[config.mk]
export PLATFORM = sky130hd
export DESIGN_NAME = stack_op_sequencer
export DESIGN_NICKNAME = d
export VERILOG_FILES = /design/src/rtl/stack_op_sequencer.sv
export SDC_FILE = /design/constraint.sdc
export NUM_CORES = 1
export LEC_CHECK = 0
export ABC_CLOCK_PERIOD_IN_PS = 2400
export CAP_MARGIN = 20
export CORE_MARGIN = 4
export CORE_UTILIZATION = 49
export CTS_CLUSTER_DIAMETER = 80
export DETAILED_ROUTE_END_ITERATION = 16
export PLACE_DENSITY = 0.77
export SKIP_CTS_REPAIR_TIMING = 1
export SLEW_MARGIN = 20
export SYNTH_ARGS = -nofsm -noshare
export SYNTH_HDL_FRONTEND = slang
export SYNTH_SLANG_ARGS = --single-unit
[constraint.sdc]
create_clock -name clk -period 2.4 [get_ports clk]
set_input_delay 0.24 -clock clk [delete_from_list [all_inputs] [get_ports clk]]
set_output_delay 0.24 -clock clk [all_outputs]
set_load 0.005 [all_outputs]
[src/rtl/stack_op_sequencer.sv]
// Operation sequencer for the operand stack: issues push/pop/tos strobes and evaluates ops.
// Optional depth checking (underflow/overflow rejection with err) is enabled by STK_DEPTH_CHECK_EN.
module stack_op_sequencer #(
    parameter int WIDTH = 8,
    parameter int DEPTH = 32,
    parameter int DW    = 6
) (
    input  logic             clk,
    input  logic             rst,
    input  logic             op_valid,
    output logic             op_ready,
    input  logic [2:0]       op_code,
    input  logic [WIDTH-1:0] op_imm,
    output logic [WIDTH-1:0] stk_din,
    output logic             stk_push,
    output logic             stk_pop,
    output logic             stk_tos,
    input  logic [WIDTH-1:0] stk_res,
    output logic             done,
    output logic [WIDTH-1:0] result,
    output logic             err
);

    typedef enum logic [2:0] {
        S_IDLE, S_POP1, S_POP2, S_CAP2, S_EXEC, S_PUSH, S_DONE
    } state_t;

    typedef enum logic [2:0] {
        OP_NOP  = 3'b000, OP_PUSH = 3'b001, OP_POP = 3'b010, OP_ADD = 3'b011,
        OP_SUB  = 3'b100, OP_AND  = 3'b101, OP_NOT = 3'b110, OP_TOS = 3'b111
    } op_t;

    if (DEPTH >= (1 << DW)) begin : g_dw_check
        $error("DW too narrow to hold DEPTH");
    end

    state_t           state_q;
    op_t              op_q;
    logic [WIDTH-1:0] t_q, n_q, din_q, result_q;
    logic             push_q, pop_q, tos_q, done_q, err_q;
    logic [WIDTH-1:0] r_d;
    logic             binary_q, binary_in, reject;

    assign binary_q  = (op_q == OP_ADD) || (op_q == OP_SUB) || (op_q == OP_AND);
    assign binary_in = (op_code == OP_ADD) || (op_code == OP_SUB) || (op_code == OP_AND);

`ifdef STK_DEPTH_CHECK_EN
    logic [DW-1:0] depth_q;

    // Counter follows the strobes one cycle late; every accept is at least a cycle after the last strobe.
    always_ff @(posedge clk) begin
        if (rst) begin
            depth_q <= '0;
        end else if (push_q) begin
            depth_q <= depth_q + 1'b1;
        end else if (pop_q) begin
            depth_q <= depth_q - 1'b1;
        end
    end

    always_comb begin
        reject = 1'b0;
        if ((op_code == OP_POP || op_code == OP_TOS || op_code == OP_NOT) && depth_q == '0)
            reject = 1'b1;
        if (binary_in && depth_q < DW'(2))
            reject = 1'b1;
        if (op_code == OP_PUSH && depth_q == DW'(DEPTH))
            reject = 1'b1;
    end
`else
    assign reject = 1'b0;
`endif

    always_comb begin
        r_d = t_q;
        case (op_q)
            OP_ADD:  r_d = n_q + t_q;
            OP_SUB:  r_d = n_q - t_q;
            OP_AND:  r_d = n_q & t_q;
            OP_NOT:  r_d = ~t_q;
            default: r_d = t_q;
        endcase
    end

    always_ff @(posedge clk) begin
        if (rst) begin
            state_q  <= S_IDLE;
            op_q     <= OP_NOP;
            t_q      <= '0;
            n_q      <= '0;
            din_q    <= '0;
            result_q <= '0;
            push_q   <= 1'b0;
            pop_q    <= 1'b0;
            tos_q    <= 1'b0;
            done_q   <= 1'b0;
            err_q    <= 1'b0;
        end else begin
            push_q <= 1'b0;
            pop_q  <= 1'b0;
            tos_q  <= 1'b0;
            done_q <= 1'b0;
            err_q  <= 1'b0;
            case (state_q)
                S_IDLE: begin
                    if (op_valid) begin
                        op_q <= op_t'(op_code);
                        if (reject) begin
                            state_q <= S_DONE;
                            done_q  <= 1'b1;
                            err_q   <= 1'b1;
                        end else begin
                            case (op_t'(op_code))
                                OP_NOP: begin
                                    state_q <= S_DONE;
                                    done_q  <= 1'b1;
                                end
                                OP_PUSH: begin
                                    state_q <= S_PUSH;
                                    push_q  <= 1'b1;
                                    din_q   <= op_imm;
                                end
                                OP_TOS: begin
                                    state_q <= S_POP1;
                                    tos_q   <= 1'b1;
                                end
                                default: begin
                                    state_q <= S_POP1;
                                    pop_q   <= 1'b1;
                                end
                            endcase
                        end
                    end
                end
                S_POP1: begin
                    if (binary_q) begin
                        state_q <= S_POP2;
                        pop_q   <= 1'b1;
                    end else begin
                        state_q <= S_CAP2;
                    end
                end
                S_POP2: begin
                    t_q     <= stk_res;
                    state_q <= S_CAP2;
                end
                S_CAP2: begin
                    if (binary_q) n_q <= stk_res;
                    else          t_q <= stk_res;
                    state_q <= S_EXEC;
                end
                S_EXEC: begin
                    if (op_q == OP_POP || op_q == OP_TOS) begin
                        state_q  <= S_DONE;
                        done_q   <= 1'b1;
                        result_q <= r_d;
                    end else begin
                        state_q <= S_PUSH;
                        push_q  <= 1'b1;
                        din_q   <= r_d;
                    end
                end
                S_PUSH: begin
                    state_q  <= S_DONE;
                    done_q   <= 1'b1;
                    result_q <= din_q;
                end
                S_DONE:  state_q <= S_IDLE;
                default: state_q <= S_IDLE;
            endcase
        end
    end

    assign op_ready = (state_q == S_IDLE);
    assign stk_din  = din_q;
    assign stk_push = push_q;
    assign stk_pop  = pop_q;
    assign stk_tos  = tos_q;
    assign done     = done_q;
    assign result   = result_q;
    assign err      = err_q;

endmodule

After elaboration in Yosys (flattened, before gate mapping):

Index checks and enable logic that the tools add are counted.

* input bits: 22
* output and inout port bits: 22
* logic and storage cells: 76
* bits in registers: 42

* add/subtract/negate cells: 2
* bitwise operators: 4
* equality and inequality tests: 18
* reduce and logical (&&, ||, !) cells: 15
* mux-type cells: 27

Operators by type and width (number)
* 8-bit case mux with 2 select lines: 3
* 8-bit two-way mux: 5
* 8-bit case mux with 4 select lines: 1
* 3-bit == test (second input constant): 7
* 3-bit case mux with 6 select lines: 1
* 3-bit by 2-bit == test with 1-bit output (second input constant): 4
* 1-bit two-way mux: 11
* 8-bit adder: 1
* 8-bit bitwise AND: 1
* 2-bit inequality test (second input constant): 4
* 8-bit NOT: 1
* 2-bit AND reduction: 4
* 8-bit subtractor: 1
* 3-bit by 1-bit == test with 1-bit output (second input constant): 2
* 3-bit zero test: 2
* 3-bit case mux with 2 select lines: 1
* 2-bit nonzero test: 3
* 3-bit OR reduction: 2
* 1-bit case mux with 2 select lines: 2
* 4-bit AND reduction: 1
* 1-bit logical OR: 3
* 3-bit two-way mux: 1
* 1-bit case mux with 3 select lines: 1
* 2-bit two-way mux: 1
* other kinds (2): 3

Longest topological paths before layout:

Gate-level depths: netlist of the first run.

* word-level depth: 5
* gate-level depth with buffers: 10
* mapped depth without buffers: 10

Worst setup path after synthesis of the first run:

OpenSTA, ideal clock, no wires.

* kind: register to register
* from: register op_q[0]
* to: register din_q[3], in the netlist stk_din[3]
* buffers on the path: 1
* library setup time: 0.087 ns
* arrival time: 2.384 ns
* setup slack: -0.071 ns
* stages on the path, launching flop included: 11
* path through: dfxtp_1 -> buf_6 -> nor3b_4 -> mux2_2 -> inv_1 -> ha_1 -> nor2b_1 -> or3_1 -> a221oi_1 -> nor3_1 -> o31ai_1

* cells in the longest elaborated chain, start to end: 4

RTL lines
* start: declaration: RTL line 38 `op_t op_q;`
* start signal: assignment: RTL line 107 `op_q <= op_t'(op_code);`
* 3-bit == test, or another cell as far along: RTL line 76 `case (op_q)`
* 8-bit case mux with 4 select lines / 1-bit logical OR (equally long branches): RTL line 76, 153
* 8-bit two-way mux / 2-bit inequality test (equally long branches)
* 8-bit case mux with 2 select lines / 4-bit AND reduction (equally long branches)
* end signal: assignment: RTL line 121 `din_q <= op_imm;`
* end signal: assignment: RTL line 160 `din_q <= r_d;`
* end: declaration: RTL line 39 `logic [WIDTH-1:0] t_q, n_q, din_q, result_q;`

Parallel ways exist; a longest one is shown, timed or not. The select of a mux whose other input is x is not followed.
A chain may end at the register's enable or synchronous reset.

Worst setup path in the final report of the first run:

Ends and elaborated chain as after synthesis.

==> results of run 1 <==
## final cells by class
| type | count | area [sq um] | area share (%) |
|---|---|---|---|
| repair buffers | 63 | 582 | 16.9 |
| flip-flops and latches | 42 | 845 | 24.5 |
| multi-input cells | 268 | 1810 | 52.4 |
| clock buffers | 7 | 86.3 | 2.50 |
| well taps | 72 | 90.1 | 2.61 |
| clock inverters | 1 | 5.00 | 0.145 |
| inverters | 9 | 33.8 | 0.979 |
## critical path, cell delays in order, from the launching register on
cell and delay [ns]:
dfxtp_2 0.34, nor3b_4 0.31, mux2_4 0.36, inv_2 0.08
ha_4 0.19, nor2b_4 0.13, or3_1 0.32, a221oi_2 0.29
nor3_1 0.08, o31ai_1 0.22
## cell families after synthesis
group,synth area share (%)
buffers and inverters,6.47
multiplexers,6.88
other,0.136
AND/OR/NAND/NOR,23.3
AO/OA/AOI/OAI,25.0
flip-flops,30.6
adder cells (fa/ha/maj),4.83
XOR/XNOR,2.87
## placed cells by master, fill, tap and decap left out, types with 3 or more instances in the layout
cell	n
clkdlybuf4s50_1	42
mux2i_1	10
dfxtp_1	39
a22oi_1	7
and2_1	3
inv_1	8
o21ai_0	16
nand3_1	19
a211oi_1	5
dfxtp_2	3
a21oi_1	41
buf_4	20
a21o_1	3
o31ai_1	5
nand2_1	20
nor2_1	37
xnor2_1	7
nand2b_1	4
a221oi_1	4
clkbuf_8	6
o21ai_1	4
ha_1	8
nand3b_1	4
mux2_2	6
nor3_1	12
nor2b_1	5
and3b_1	3
a31oi_1	3
## report_power, final
group          switching (mW)  internal [mW]  total [mW]
clock network           0.249          0.232       0.481
logic                   0.566          0.522        1.09
registers              0.0808          0.754       0.835
total                   0.895           1.51        2.40
## sequential cells by signal, summed over array words and instances (netlist names)
register and count:
stk_din 8, stk_tos 1, stk_push 1, stk_pop 1, op_q 3, result 8, t_q 8, done 1
state_q 3, n_q 8
## Yosys cell counts (all sizes together) (3+ instances only)
cell / count
a211oi: 7
a21o: 3
a21oi: 42
a221oi: 5
a22oi: 8
a31oi: 4
and2: 3
and3b: 3
buf: 17
clkbuf: 9
dfxtp: 42
ha: 9
inv: 9
mux2: 7
mux2i: 11
nand2: 20
nand2b: 4
nand3: 19
nand3b: 4
nor2: 38
nor2b: 7
nor3: 12
nor3b: 3
o21ai: 20
o31ai: 6
xnor2: 8
## metal layers
| layer | GRT usage, % | up-vias | part of all wire, % |
|---|---|---|---|
| li1 | - | 1340 | - |
| met1 | 27.9 | 1255 | 44 |
| met2 | 35.2 | 91 | 47 |
| met3 | 3.77 | 9 | 7.1 |
| met4 | 7.43 | 0 | 1.9 |
| met5 | 0 | - | 0 |
## path summary, 6_finish.rpt
path | startpoint | to | slack (ns) | cells past startpoint
setup / recovery | op_q[0]$_SDFFE_PP0P_ | stk_din[3]$_SDFFE_PP0P_ | 0.01 | 9
hold / removal | stk_din[3]$_SDFFE_PP0P_ | stk_din[3]$_SDFFE_PP0P_ | 0.49 | 2
setup reg to reg | op_q[0]$_SDFFE_PP0P_ | stk_din[3]$_SDFFE_PP0P_ | 0.01 | 9
hold reg to reg | stk_din[3]$_SDFFE_PP0P_ | stk_din[3]$_SDFFE_PP0P_ | 0.49 | 2
## metrics by stage
step	setup slack (ns)	util, %	setup TNS, ns
2_1_floorplan	-0.00920	-	-0.0170
5_1_grt	-0.139	63.1	-0.520
4_1_cts	-0.0326	61.5	-0.0532
6_report	0.0133	63.1	0
3_5_place_dp	-0.0177	59.8	-0.0192
3_3_place_gp	0.0569	59.8	0
==> impl_metrics.csv, run 1 <==
group,metric,value,unit
synthesis,ys_async_sr_fraction,0,%
synthesis,synthDistinctLibCells,56,
timing,fin_crit,2.39,ns
timing,finalClockSkew,0.00476,ns
synthesis,synth.top_cell.area_share,30.6,%
floorplanning,core_area,0.00547,sq mm
timing,rsz0062_at_grt,"true",
placed_design,gp_congestion,0.906,
synthesis,synth-edff-count,0,
layout,drive_above_1_share,15.4,%
synthesis,synth_ff_type,"dfxtp_1",
drt,drc_errors,0,
setup_path,critPathKind,"flop to flop",
synthesis,yosys.area.top_type,"dfxtp_1",
timing,fmax,0.419,GHz
global_route,globalRouteOverflowTotal,0,
timing,hold_viol_final,0,
floorplanning,dieHeight,82.9,um
synthesis,syn_area_per_cell,7.96,sq um
layout,antenna_cells,0,
drt,viasPerCell,5.83,
cts,cts_tree,"built",
setup_path,crit_required,2.61,ns
floorplanning,rows,27,
layout,final_cell_area,0.00345,sq mm
cts,cts.path.max_buffers,2,
timing,maxSlewViolCount,0,
placed_design,dp_hpwl,5620,um
setup_path,start_kind,"flop",
cts,clock-sinks,42,
job,drv_cap,0,
global_route,grt_pass1_vias,2535,
synthesis,syn_inst,345,
layout,area_growth_syn_to_layout,25.6,%
cts,clk_pin_slew_worst_paths,0.08,ns
floorplanning,fp.dieArea,0.00687,sq mm
floorplanning,ios,44,
synthesis,synth_area_leaders,"dfxtp_1 (31%), a21oi_1 (7.5%), nor2_1 (5.1%)",
setup_path,cp-end-kind,"flop",
global_route,antenna_found_initial,0,
drt,drt_first_pass_iters,4,
global_route,grt_max_degree,28,
cts,numCtsBuffers,5,
layout,final_nets,421,
drt,wl,7440,um
outcome,status,"finished clean",
setup_path,critPathArrivalTime,2.60,ns
layout,n_fill_cell,493,
global_route,grt_pass1_wl,12200,um
synthesis,yosys_warnings,0,
floorplanning,die_w,82.9,um
setup_path,path_max_fanout,4,
power,irDropWorstVdd,0.000295,V
worst_hold_path,hold_path_class,"flop to flop",
power,p_per_area,696,mW/mm^2
synthesis,synth_seq_cells,42,
timing,hold_ws,0.492,ns
drt,detail-route-antenna-nets,0,
floorplanning,start_util,50.2,%
drt,wl_per_cell,16.1,um
placed_design,placed_area,0.00327,sq mm
global_route,track_usage,21.3,%
drt,initialDrtViolationCount,220,
power,p_total,2.40,mW
timing,tightest_slew,0.591,ns
synthesis,syn-cell-area,0.00275,sq mm
timing,relSlewSlack,60.5,%
synthesis,synth.net_count,377,
timing,finalCritPeriodShare,99.4,%
timing,setup_viol_count_final,0,
drt,num_vias,2695,
synthesis,ys_seq_area_share,30.6,%
cts,clkLatencyLatePin,0.30,ns
placed_design,port_buffers,42,
layout,finish.cell_count_without_fillers,462,
cts,cts-root-buf,"clkbuf_8",
placed_design,placedCellCount,453,
power,p_leak,1.32,nW
cts,htreeDepth,2,
Note: power is estimated with default switching activity, not from simulation.
==> run 2, diff against run 1 <==
--- a/config.mk
+++ b/config.mk
@@ -8,12 +8,12 @@
 export ABC_CLOCK_PERIOD_IN_PS = 2400
 export CAP_MARGIN = 20
 export CORE_MARGIN = 4
-export CORE_UTILIZATION = 49
+export CORE_UTILIZATION = 50
+export CTS_BUF_LIST = sky130_fd_sc_hd__clkbuf_4 sky130_fd_sc_hd__clkbuf_8
 export CTS_CLUSTER_DIAMETER = 80
 export DETAILED_ROUTE_END_ITERATION = 16
-export PLACE_DENSITY = 0.77
-export SKIP_CTS_REPAIR_TIMING = 1
-export SLEW_MARGIN = 20
+export PLACE_DENSITY = 0.78
+export SLEW_MARGIN = 30
 export SYNTH_ARGS = -nofsm -noshare
 export SYNTH_HDL_FRONTEND = slang
 export SYNTH_SLANG_ARGS = --single-unit
==> run 2 against run 1 <==
Combinational power grew 4%. Hold slack gained 0.0079 ns. Final cell count shrank 0.43%. Design area grew 1.2%. Critical path type unchanged. Critical endpoint unchanged. Largest cell class unchanged. Largest power group unchanged.
==> impl_metrics.csv, run 2 (synthesis gave the netlist of run 1 again) <==
group,metric,value,unit
outcome,status,"finished clean",
cts,cts-root-buf,"clkbuf_8",
timing,relSlewSlack,61.2,%
drt,num_vias,2738,
cts,cts_tree,"built",
power,p_leak,1.33,nW
timing,fmax,0.417,GHz
cts,clkLatencyLatePin,0.30,ns
job,drv_cap,0,
setup_path,cp-end-kind,"flop",
setup_path,critPathArrivalTime,2.62,ns
cts,clk_pin_slew_worst_paths,0.08,ns
global_route,grt_max_degree,28,
drt,wl_per_cell,16.3,um
setup_path,start_kind,"flop",
power,comb_power_share,44.6,%
layout,utilization,67.1,%
layout,final_nets,422,
timing,fin_crit,2.40,ns
layout,final_cell_mix,"clkdlybuf4s50_1 (42), a21oi_1 (40), dfxtp_1 (39), nor2_1 (36), buf_4 (21)",
drt,detail-route-antenna-nets,0,
power,power.switching,0.904,mW
timing,maxSlewViolCount,0,
timing,hold_ws,0.500,ns
floorplanning,core_area,0.00520,sq mm
placed_design,port_buffers,42,
layout,drive_above_1_share,16.2,%
setup_path,critPathKind,"flop to flop",
layout,n_fill_cell,438,
floorplanning,die_w,82.1,um
global_route,grt_pass1_vias,2554,
placed_design,dp_slack,0.0277,ns
placed_design,dp_hpwl,5470,um
timing,hold_viol_final,0,
layout,antenna_cells,0,
timing,setup_tns,0,ns
timing,setup_viol_count_final,0,
setup_path,slowest_stage,"mux2_4",
setup_path,path_max_fanout,4,
timing,rsz0062_at_grt,"true",
layout,area_growth_syn_to_layout,27.1,%
global_route,globalRouteOverflowTotal,0,
timing,tightest_slew,0.581,ns
placed_design,placedCellCount,451,
layout,layout_commonest_cell,"clkdlybuf4s50_1",
drt,wl,7500,um
drt,drt_first_pass_iters,4,
power,clock_power_share,22.9,%
drt,drc_errors,0,
floorplanning,start_util,52.8,%
global_route,antenna_found_initial,0,
timing,finalClockSkew,0.0105,ns
layout,finish.cell_count_without_fillers,460,
power,seq_power_share,32.5,%
setup_path,path_cells,"nor3b_4, mux2_4, inv_2, ha_4, nor2b_4, or3_1, a221oi_2, nor3_2, o31ai_1",
setup_path,max_stage_delay,0.36,ns
cts,htreeDepth,2,
power,p_int,1.62,mW
power,p_total,2.53,mW
drt,initialDrtViolationCount,276,
placed_design,gp_congestion,0.930,
power,p_per_area,724,mW/mm^2
timing,finalCritPeriodShare,100,%
cts,numCtsBuffers,5,
worst_hold_path,hold_path_class,"flop to flop",
power,irDropWorstVdd,0.000439,V
floorplanning,fp.dieArea,0.00675,sq mm
floorplanning,rows,26,
global_route,grt_pass1_wl,12100,um
global_route,track_usage,23.1,%
timing,finalWorstSetupSlack,0.000419,ns
layout,final_cell_area,0.00349,sq mm
cts,holdBufCountCts,0,
drt,viasPerCell,5.95,
setup_path,crit_required,2.62,ns
power,switching_share,35.8,%
floorplanning,dieHeight,82.1,um
cts,cts.path.max_buffers,2,
floorplanning,ios,44,
cts,clock-sinks,42,
placed_design,placed_area,0.00327,sq mm
[run 2: repair_timing]
action	CTS	global route
setup buffers	0	2
pin swaps	0	9
gates resized for setup	2	21
gates cloned	0	0
setup endpoints to repair	2	18
[run 2: worst paths after layout]
check / startpoint / to / slack, ns / cells past startpoint
hold reg to reg: stk_din[4]$_SDFFE_PP0P_ / stk_din[4]$_SDFFE_PP0P_ / 0.50 / 2
setup reg to reg: op_q[0]$_SDFFE_PP0P_ / stk_din[3]$_SDFFE_PP0P_ / 0.0004 / 9
hold / removal: stk_din[4]$_SDFFE_PP0P_ / stk_din[4]$_SDFFE_PP0P_ / 0.50 / 2
setup / recovery: op_q[0]$_SDFFE_PP0P_ / stk_din[3]$_SDFFE_PP0P_ / 0.0004 / 9
[run 2: layout make-up]
class,instances,area (sq um),share of cell area (%)
clock inverter,1,30.0,0.860
multi-input combinational,268,1820,52.2
clock buffer,6,82.6,2.36
tap,70,87.6,2.51
inverter,9,33.8,0.967
sequential,42,845,24.2
timing repair buffer,64,589,16.9
[run 2: per-layer routing]
metal	GRT usage, %	part of all wire (%)	up-vias
met4	6.64	1.7	0
li1	-	-	1347
met5	0	0	-
met1	29.0	43	1274
met2	39.5	48	101
met3	5.21	7.2	16
[run 2: power by group through the flow]
stage | clock [mW] | combinational [mW] | sequential (mW)
6_report | 0.578 | 1.13 | 0.821
3_3_place_gp | 0 | 0.967 | 0.831
4_1_cts | 0.586 | 1.01 | 0.818
5_1_grt | 0.609 | 1.24 | 0.830
2_1_floorplan | 0 | 0.712 | 0.815
3_5_place_dp | 0 | 0.984 | 0.833
[run 2: worst max-delay path, delay by kind of cell, from the launching register on]
family / cells / cell delay (ns)
buf+inv: 1 / 0.07
fa+ha+maj: 1 / 0.19
mux: 1 / 0.36
compound gates: 2 / 0.54
simple gates: 4 / 0.83
flops: 1 / 0.34
==> run 3, diff against run 2 <==
--- a/config.mk
+++ b/config.mk
@@ -13,6 +13,7 @@
 export CTS_CLUSTER_DIAMETER = 80
 export DETAILED_ROUTE_END_ITERATION = 16
 export PLACE_DENSITY = 0.78
+export SETUP_SLACK_MARGIN = 0.05
 export SLEW_MARGIN = 30
 export SYNTH_ARGS = -nofsm -noshare
 export SYNTH_HDL_FRONTEND = slang
==> run 3 against run 2 <==
Critical path depth rose by 1. Clock skew fell by 0.0023 ns. Die area did not move. Sequential cell count did not move. Count of clock-buffer cells in the layout fell by 1. Register-to-register slack improved by 0.03 ns. Core utilization rose by 1.6 points. Maximum frequency rose by 1.1%. Global-route usage rose by 0.72 points. Design area rose by 2.4%. Combinational power rose by 11%. Final cell count rose by 2.0%.
==> impl_metrics.csv, run 3 (synthesis gave the netlist of run 1 again) <==
group,metric,value,unit
floorplanning,ios,44,
cts,numCtsBuffers,5,
floorplanning,die_w,82.1,um
timing,fin_crit,2.37,ns
drt,wl_per_cell,16.6,um
placed_design,gp_congestion,0.943,
global_route,grt_pass1_vias,2537,
setup_path,crit_family,"simple AND/OR/NAND/NOR gates",
outcome,status,"finished clean",
power,p_leak,1.37,nW
cts,clkLatencyLatePin,0.30,ns
layout,final_cell_area,0.00358,sq mm
layout,layout_commonest_cell,"clkdlybuf4s50_1",
drt,drt_first_pass_iters,5,
job,drv_cap,0,
timing,relSlewSlack,58.9,%
setup_path,crit_required,2.65,ns
global_route,antenna_found_initial,0,
worst_hold_path,hold_path_class,"flop to flop",
global_route,grt_max_degree,35,
setup_path,max_stage_delay,0.40,ns
layout,n_fill_cell,455,
setup_path,regToRegStartpoint,"op_q[1]$_SDFFE_PP0P_",
layout,antenna_cells,0,
drt,drc_errors,0,
setup_path,cp.buffers_inverters,1,
timing,finalWorstSetupSlack,0.0271,ns
timing,hold_ws,0.492,ns
cts,cts.path.max_buffers,2,
drt,initialDrtViolationCount,215,
power,p_total,2.49,mW
floorplanning,fp.dieArea,0.00675,sq mm
timing,finalCritPeriodShare,98.9,%
timing,fmax,0.421,GHz
layout,finish.cell_count_without_fillers,469,
cts,clk_pin_slew_worst_paths,0.08,ns
placed_design,placedCellCount,461,
setup_path,startpoint,"op_q[1]$_SDFFE_PP0P_",
power,irDropWorstVdd,0.000338,V
setup_path,cp-end-kind,"flop",
floorplanning,core_area,0.00520,sq mm
layout,drive_above_1_share,19.8,%
global_route,track_usage,23.8,%
timing,maxSlewViolCount,0,
cts,cts_tree,"built",
layout,multiInputGateArea,0.00187,sq mm
layout,utilization,68.7,%
floorplanning,start_util,52.8,%
layout,area_growth_syn_to_layout,30.1,%
timing,setup_viol_count_final,0,
floorplanning,dieHeight,82.1,um
placed_design,placed_area,0.00335,sq mm
setup_path,critPathArrivalTime,2.62,ns
timing,tightest_slew,0.615,ns
drt,num_vias,2740,
setup_path,slowest_stage,"or4_1",
floorplanning,rows,26,
drt,viasPerCell,5.84,
setup_path,critPathKind,"flop to flop",
global_route,globalRouteOverflowTotal,0,
setup_path,path_cells,"nor3b_4, buf_6, nor2_4, xnor2_2, ha_4, nor2b_4, o31a_1, or4_1, a31oi_1, a32o_2",
cts,cts-root-buf,"clkbuf_8",
worst_hold_path,hp-start,"stk_din[3]$_SDFFE_PP0P_",
cts,clock-sinks,42,
setup_path,start_kind,"flop",
layout,final_cell_mix,"clkdlybuf4s50_1 (42), a21oi_1 (40), dfxtp_1 (37), nor2_1 (36), buf_4 (30)",
placed_design,dp_slack,0.00665,ns
drt,wl,7780,um
drt,detail-route-antenna-nets,0,
cts,holdBufCountCts,0,
placed_design,port_buffers,42,
cts,htreeDepth,2,
timing,finalClockSkew,0.00818,ns
timing,rsz0062_at_grt,"true",
timing,setup_tns,0,ns
power,p_per_area,697,mW/mm^2
timing,hold_viol_final,0,
global_route,grt_pass1_wl,12300,um
placed_design,dp_hpwl,5660,um
layout,final_nets,431,
layout,final-seq-area,847,sq um
setup_path,path_max_fanout,3,
[run 3: cell count changes in the layout (fill, tap and decap cells not counted), moves of 2 or more]
| cell | previous run | this run |
|---|---|---|
| buf_4 | 21 | 30 |
| ha_4 | 1 | 3 |
| dfxtp_2 | 3 | 5 |
| dfxtp_1 | 39 | 37 |
| clkinv_2 | 0 | 2 |
[run 3: worst paths after layout]
path,end,cells past startpoint,slack (ns)
setup / recovery,stk_din[6]$_SDFFE_PP0P_,10,0.03
hold / removal,stk_din[3]$_SDFFE_PP0P_,2,0.49
setup reg to reg,stk_din[6]$_SDFFE_PP0P_,10,0.03
hold reg to reg,stk_din[3]$_SDFFE_PP0P_,2,0.49
[run 3: per-layer routing]
metal	global-route usage [%]	vias up	share of wire [%]
li1	-	1359	-
met1	31.0	1276	44
met2	40.4	96	48
met3	4.45	9	6.7
met4	6.31	0	1.4
met5	0	-	0
[run 3: where the power goes]
group | leakage [nW] | switching (mW) | internal [mW] | total [mW]
Sequential | 0.343 | 0.0530 | 0.755 | 0.808
Combinational | 0.981 | 0.643 | 0.604 | 1.25
Clock | 0.0438 | 0.243 | 0.195 | 0.438
[run 3: layout make-up]
class                      count  share of cell area [%]
multi-input combinational    268                    52.3
clock inverter                 2                   0.280
clock buffer                   5                    1.92
tap                           70                    2.45
sequential                    42                    23.7
timing repair buffer          73                    18.4
inverter                       9                   0.945
[run 3: what timing repair did]
| item | 4_1_cts | 5_1_grt |
|---|---|---|
| pin swaps | 1 | 11 |
| endpoints found under the setup margin | 5 | 10 |
| buffers inserted | 0 | 1 |
| gates resized for setup | 6 | 24 |
[run 3: worst register-to-register path: cells and delay by family, from the launching register on]
kind	cells	cell delay [ns]
AND/OR/NAND/NOR	4	0.84
flip-flops	1	0.34
buffers and inverters	1	0.15
adder cells (fa/ha/maj)	1	0.23
XOR/XNOR	1	0.16
AO/OA/AOI/OAI	3	0.61
